==> src/rtl/mem_pkg.sv <==
// Shared types and helpers for the data-memory access controller: width codes,
// controller states, byte-enable generation and alignment legality.
package mem_pkg;

  typedef enum logic [2:0] {
    LB  = 3'b000,
    LH  = 3'b001,
    LW  = 3'b010,
    LBU = 3'b100,
    LHU = 3'b101
  } load_f3_e;

  typedef enum logic [2:0] {
    SB = 3'b000,
    SH = 3'b001,
    SW = 3'b010
  } store_f3_e;

  typedef enum logic [1:0] {
    IDLE,
    BUSY,
    RESP,
    ERR
  } state_t;

  localparam int unsigned TIMER_W = 8;

  function automatic logic [3:0] be_gen(input logic [2:0] f3, input logic [1:0] off);
    case (f3)
      3'b000, 3'b100: return 4'b0001 << off;
      3'b001, 3'b101: return 4'b0011 << off;
      default:        return 4'b1111;
    endcase
  endfunction

  // Unsigned variants share the alignment rule of their signed counterparts.
  function automatic logic access_ok(input logic [2:0] f3, input logic [1:0] off);
    case (load_f3_e'(f3))
      LB, LBU: return 1'b1;
      LH, LHU: return ~off[0];
      LW:      return (off == 2'b00);
      default: return 1'b0;
    endcase
  endfunction

endpackage

==> src/rtl/store_lane_align.sv <==
// Combinational store lane alignment: byte enables and width-replicated write data.
module store_lane_align
  import mem_pkg::*;
(
  input  logic [2:0]  funct3_i,
  input  logic [1:0]  addr_lo_i,
  input  logic [31:0] wdata_i,
  output logic [3:0]  be_o,
  output logic [31:0] wdata_o
);

  assign be_o = be_gen(funct3_i, addr_lo_i);

  // Replicating the narrow datum into every lane places it under whichever enable is set.
  always_comb begin
    wdata_o = wdata_i;
    case (funct3_i)
      3'b000, 3'b100: wdata_o = {4{wdata_i[7:0]}};
      3'b001, 3'b101: wdata_o = {2{wdata_i[15:0]}};
      default:        wdata_o = wdata_i;
    endcase
  end

endmodule

==> src/rtl/dmem_access_ctrl.sv <==
// Data-memory access controller: accepts core load/store requests, runs one
// handshaked word-aligned bus transfer and returns the raw word to load extract.
module dmem_access_ctrl
  import mem_pkg::*;
#(
  parameter int unsigned TIMEOUT_CYCLES = 16
) (
  input  logic        clk_i,
  input  logic        rst_ni,
  input  logic        mem_req_i,
  input  logic        mem_we_i,
  input  logic [2:0]  funct3_i,
  input  logic [31:0] addr_i,
  input  logic [31:0] wdata_i,
  output logic        stall_o,
  output logic [31:0] drdata_o,
  output logic [31:0] daddr_o,
  output logic        load_valid_o,
  output logic        mem_fault_o,
  output logic        bus_req_o,
  output logic        bus_we_o,
  output logic [31:0] bus_addr_o,
  output logic [3:0]  bus_be_o,
  output logic [31:0] bus_wdata_o,
  input  logic        bus_ready_i,
  input  logic [31:0] bus_rdata_i
);

  localparam logic [TIMER_W-1:0] TimerLast = TIMER_W'(TIMEOUT_CYCLES - 1);

  state_t             state_q, state_d;
  logic [TIMER_W-1:0] timer_q, timer_d;
  logic               bus_req_q, bus_req_d;
  logic               we_q, we_d;
  logic [31:0]        addr_q, addr_d;
  logic [3:0]         be_q, be_d;
  logic [31:0]        wdata_q, wdata_d;
  logic [31:0]        drdata_q, drdata_d;
  logic [31:0]        daddr_q, daddr_d;

  logic [3:0]         lane_be;
  logic [31:0]        lane_wdata;

  store_lane_align u_lane (
    .funct3_i  (funct3_i),
    .addr_lo_i (addr_i[1:0]),
    .wdata_i   (wdata_i),
    .be_o      (lane_be),
    .wdata_o   (lane_wdata)
  );

  always_ff @(posedge clk_i or negedge rst_ni) begin
    if (!rst_ni) begin
      state_q   <= IDLE;
      timer_q   <= '0;
      bus_req_q <= 1'b0;
      we_q      <= 1'b0;
      addr_q    <= '0;
      be_q      <= '0;
      wdata_q   <= '0;
      drdata_q  <= '0;
      daddr_q   <= '0;
    end else begin
      state_q   <= state_d;
      timer_q   <= timer_d;
      bus_req_q <= bus_req_d;
      we_q      <= we_d;
      addr_q    <= addr_d;
      be_q      <= be_d;
      wdata_q   <= wdata_d;
      drdata_q  <= drdata_d;
      daddr_q   <= daddr_d;
    end
  end

  always_comb begin
    state_d   = state_q;
    timer_d   = timer_q;
    bus_req_d = bus_req_q;
    we_d      = we_q;
    addr_d    = addr_q;
    be_d      = be_q;
    wdata_d   = wdata_q;
    drdata_d  = drdata_q;
    daddr_d   = daddr_q;

    case (state_q)
      IDLE: begin
        timer_d = '0;
        if (mem_req_i) begin
          if (!access_ok(funct3_i, addr_i[1:0])) begin
            state_d = ERR;
          end else begin
            addr_d    = addr_i;
            we_d      = mem_we_i;
            be_d      = mem_we_i ? lane_be : 4'b1111;
            wdata_d   = lane_wdata;
            bus_req_d = 1'b1;
            state_d   = BUSY;
          end
        end
      end
      // A ready in the final timeout cycle still completes the transfer.
      BUSY: begin
        if (bus_ready_i) begin
          bus_req_d = 1'b0;
          timer_d   = '0;
          state_d   = RESP;
          if (!we_q) begin
            drdata_d = bus_rdata_i;
            daddr_d  = addr_q;
          end
        end else if (timer_q == TimerLast) begin
          bus_req_d = 1'b0;
          timer_d   = '0;
          state_d   = ERR;
        end else begin
          timer_d = timer_q + 1'b1;
        end
      end
      RESP:    state_d = IDLE;
      ERR:     state_d = IDLE;
      default: state_d = IDLE;
    endcase
  end

  // Reset gates the combinational request term so stall drops with reset even if mem_req is held.
  assign stall_o      = rst_ni & ((mem_req_i & (state_q == IDLE)) | (state_q == BUSY));
  assign load_valid_o = (state_q == RESP) & ~we_q;
  assign mem_fault_o  = (state_q == ERR);
  assign bus_req_o    = bus_req_q;
  assign bus_we_o     = bus_req_q & we_q;
  assign bus_addr_o   = {addr_q[31:2], 2'b00};
  assign bus_be_o     = be_q;
  assign bus_wdata_o  = wdata_q;
  assign drdata_o     = drdata_q;
  assign daddr_o      = daddr_q;

endmodule
==> config.mk <==
export PLATFORM = sky130hd
export DESIGN_NAME = dmem_access_ctrl
export DESIGN_NICKNAME = d
export VERILOG_FILES = /design/src/rtl/mem_pkg.sv /design/src/rtl/store_lane_align.sv /design/src/rtl/dmem_access_ctrl.sv
export SDC_FILE = /design/constraint.sdc
export NUM_CORES = 1
export LEC_CHECK = 0
export CAP_MARGIN = 40
export CORE_MARGIN = 3
export CORE_UTILIZATION = 47
export DETAILED_ROUTE_END_ITERATION = 12
export PLACE_DENSITY = 0.85
export RECOVER_POWER = 25
export SETUP_SLACK_MARGIN = 0.15
export SKIP_CTS_REPAIR_TIMING = 1
export SYNTH_ARGS = -nofsm -noshare
export SYNTH_HDL_FRONTEND = slang
export SYNTH_SLANG_ARGS = --single-unit
export TNS_END_PERCENT = 1
==> constraint.sdc <==
create_clock -name clk_i -period 2.45 [get_ports clk_i]
set_clock_uncertainty 0.2 [all_clocks]
set_input_delay 0.3675 -clock clk_i [delete_from_list [all_inputs] [get_ports clk_i]]
set_output_delay 0.3675 -clock clk_i [all_outputs]
set_load 0.05 [all_outputs]
==> impl_metrics.yaml <==
layout:
  nFillCells: 794
  fin_cells: 869
  final_common_cell: "clkdlybuf4s50_1"
  final_cell_mix: "clkdlybuf4s50_1, dfrtp_1, mux2_2"
  drive_above_1_share_pct: 23.0
  syn_to_final_growth_pct: 50.4
  fin_nets: 793
  antenna_cells: 0
synth:
  async_reset_ff_share_pct: 100
  synth-edff-count: 0
  synth_ff_type: "dfrtp_1"
  netlist_area_um2: 6100
  ys_seq_area_share_pct: 59.1
  synth_top_area_share_pct: 59.1
  netlist_instances: 468
  synth_seq_cells: 144
  ys.warnings.count: 0
  synth_area_leaders: "dfrtp_1, mux2_2, buf_4"
  synth_top_area_cell: "dfrtp_1"
  synth.avg_cell_area_um2: 13.0
  yosysUniqueCellTypes: 36
setup_path:
  critical_path_class: "reg2out"
  cp_max_fo: 2
  path_cells: "clkdlybuf4s50_1"
  slowest_stage: "clkdlybuf4s50_1"
  end_kind: "primary output"
  start_kind: "flop"
  arrival_ns: 1.63
  crit_buf_inv: 1
  cp.required_ns: 1.88
  cp_top_family: "buffers and inverters"
  max_stage_delay_ns: 0.84
clocking:
  cts.root.buffer_cell: "clkbuf_16"
  htree_levels: 4
  cts_tree: "yes"
  clkSinkCount: 144
  cts_buffers: 17
  clockBufferDepth: 2
  clkTransAtPathRegs_ns: 0.06
  clk_latency_ns: 0.41
sta:
  hold_viol: 0
  tns_ns: 0
  final.period_utilization_pct: 89.5
  slew-limit-headroom_pct: 13.5
  max_slew.worst_pin.slew_ns: 1.30
  maxSlewViolCount: 0
  fin_crit_ns: 2.19
  fmax_mhz: 456
  rsz0062_at_grt: "false"
  setup_viol: 0
drt:
  antenna_left: 0
  drcViolationCount: 0
  drtIter0Drc: 203
  dr.pass1.iters: 4
  vias: 4429
  vias_per_cell: 5.10
  drt_wl_total_mm: 15.3
  wl_per_cell_um: 17.6
power:
  vdd_drop_max_mv: 1.06
  p_leak_uw: 0.00395
  finalPower_uw: 15200
  power.density_nw_per_um2: 1650
placement:
  dpl.hpwl_mm: 11.2
  dp.cells: 836
  globalplace.congestion: 0.862
  portBuffers: 238
global_route:
  antenna_found_initial: 0
  grt_max_degree: 145
  grt_usage_pct: 21.7
  grt_pass1_vias: 4619
  grt_pass1_wl_mm: 24.4
  grt_overflow_total: 0
min_path:
  min_path_type: "reg2reg"
die:
  num_rows: 40
  die_w_um: 120
  start_util_pct: 49.4
  io_pins: 241
  die_area_um2: 14400
  core_um2: 12400
  dieHeight_um: 120
flow_run:
  maxCapViolCount: 0
outcome:
  outcome: "finished, final reports clean"
==> registers in the layout, summed over array words and instances (netlist names) <==
name	cells
addr_q	32
bus_wdata_o	32
daddr_o	32
drdata_o	32
timer_q	8
bus_be_o	4
state_q	2
bus_req_o	1
we_q	1
==> metal layers <==
| metal | GRT usage, % | share of wire [%] |
|---|---|---|
| met5 | 0 | 0 |
| met4 | 7.73 | 2.0 |
| met3 | 8.81 | 9.7 |
| met2 | 35.9 | 50 |
| met1 | 25.6 | 38 |
==> power breakdown <==
part	leakage (uW)	internal, uW	switching [uW]	total [uW]
sequential	0.00176	3520	717	4230
combinational	0.00187	2970	5210	8180
clock	0.000316	1810	939	2750
==> through the flow <==
step	utilization (%)	cell area, um^2	setup WS, ns	hold slack, ns
after floorplan	-	6110	0.100	-0.128
after global placement	69.0	8530	0.152	0.264
after detailed placement	69.0	8530	0.0892	0.274
after CTS	74.2	9170	0.0595	-0.0863
after global routing	74.2	9180	0.182	0.311
final	74.2	9180	0.257	0.283
==> cell type report <==
type / instances / area, um^2 / area share [%]
Sequential cell: 144 / 3600 / 39.3
Clock buffer: 22 / 484 / 5.28
Timing Repair Buffer: 255 / 2570 / 28.1
Inverter: 2 / 7.51 / 0.0818
Tap cell: 168 / 210 / 2.29
Multi-Input combinational cell: 268 / 2140 / 23.3
Clock inverter: 10 / 156 / 1.70
==> final timing paths <==
path | start | endpoint | slack, ns | depth (start not counted)
min reg2reg | bus_wdata_o[9]$_DFFE_PN0P_ | bus_wdata_o[9]$_DFFE_PN0P_ | 0.28 | 2
max in group asynchronous | rst_ni | bus_wdata_o[26]$_DFFE_PN0P_ | 0.52 | 3
min in group asynchronous | rst_ni | daddr_o[1]$_DFFE_PN0P_ | 0.62 | 3
min | bus_wdata_o[9]$_DFFE_PN0P_ | bus_wdata_o[9]$_DFFE_PN0P_ | 0.28 | 2
max reg2reg | state_q[0]$_DFFE_PN0P_ | daddr_o[18]$_DFFE_PN0P_ | 0.53 | 3
max | bus_wdata_o[18]$_DFFE_PN0P_ | bus_wdata_o[18] | 0.26 | 1
==> synthesized netlist by cell type, types with 2 or more instances <==
cell type and count:
a21oi_1 16, a31oi_1 2, and2_1 2, buf_2 10, buf_4 39, clkbuf_1 6, dfrtp_1 144, inv_1 2
mux2_1 2, mux2_2 102, mux2i_1 24, nand2_1 35, nand2b_1 3, nand3_1 2, nand4b_1 2, nor2_1 18
nor3b_1 4, o21ai_0 35, or2_2 2, or3_1 2
==> cell families after synthesis <==
kind of cell | after synthesis | synth area share, %
AND/OR/NAND/NOR | 77 | 6.07
flip-flops | 144 | 59.1
other | 1 | 0.0615
AO/OA/AOI/OAI | 58 | 5.07
adder cells (fa/ha/maj) | 1 | 0.205
XOR/XNOR | 2 | 0.287
buffers and inverters | 57 | 6.11
multiplexers | 128 | 23.1
Note: power is estimated with default switching activity, not from simulation.
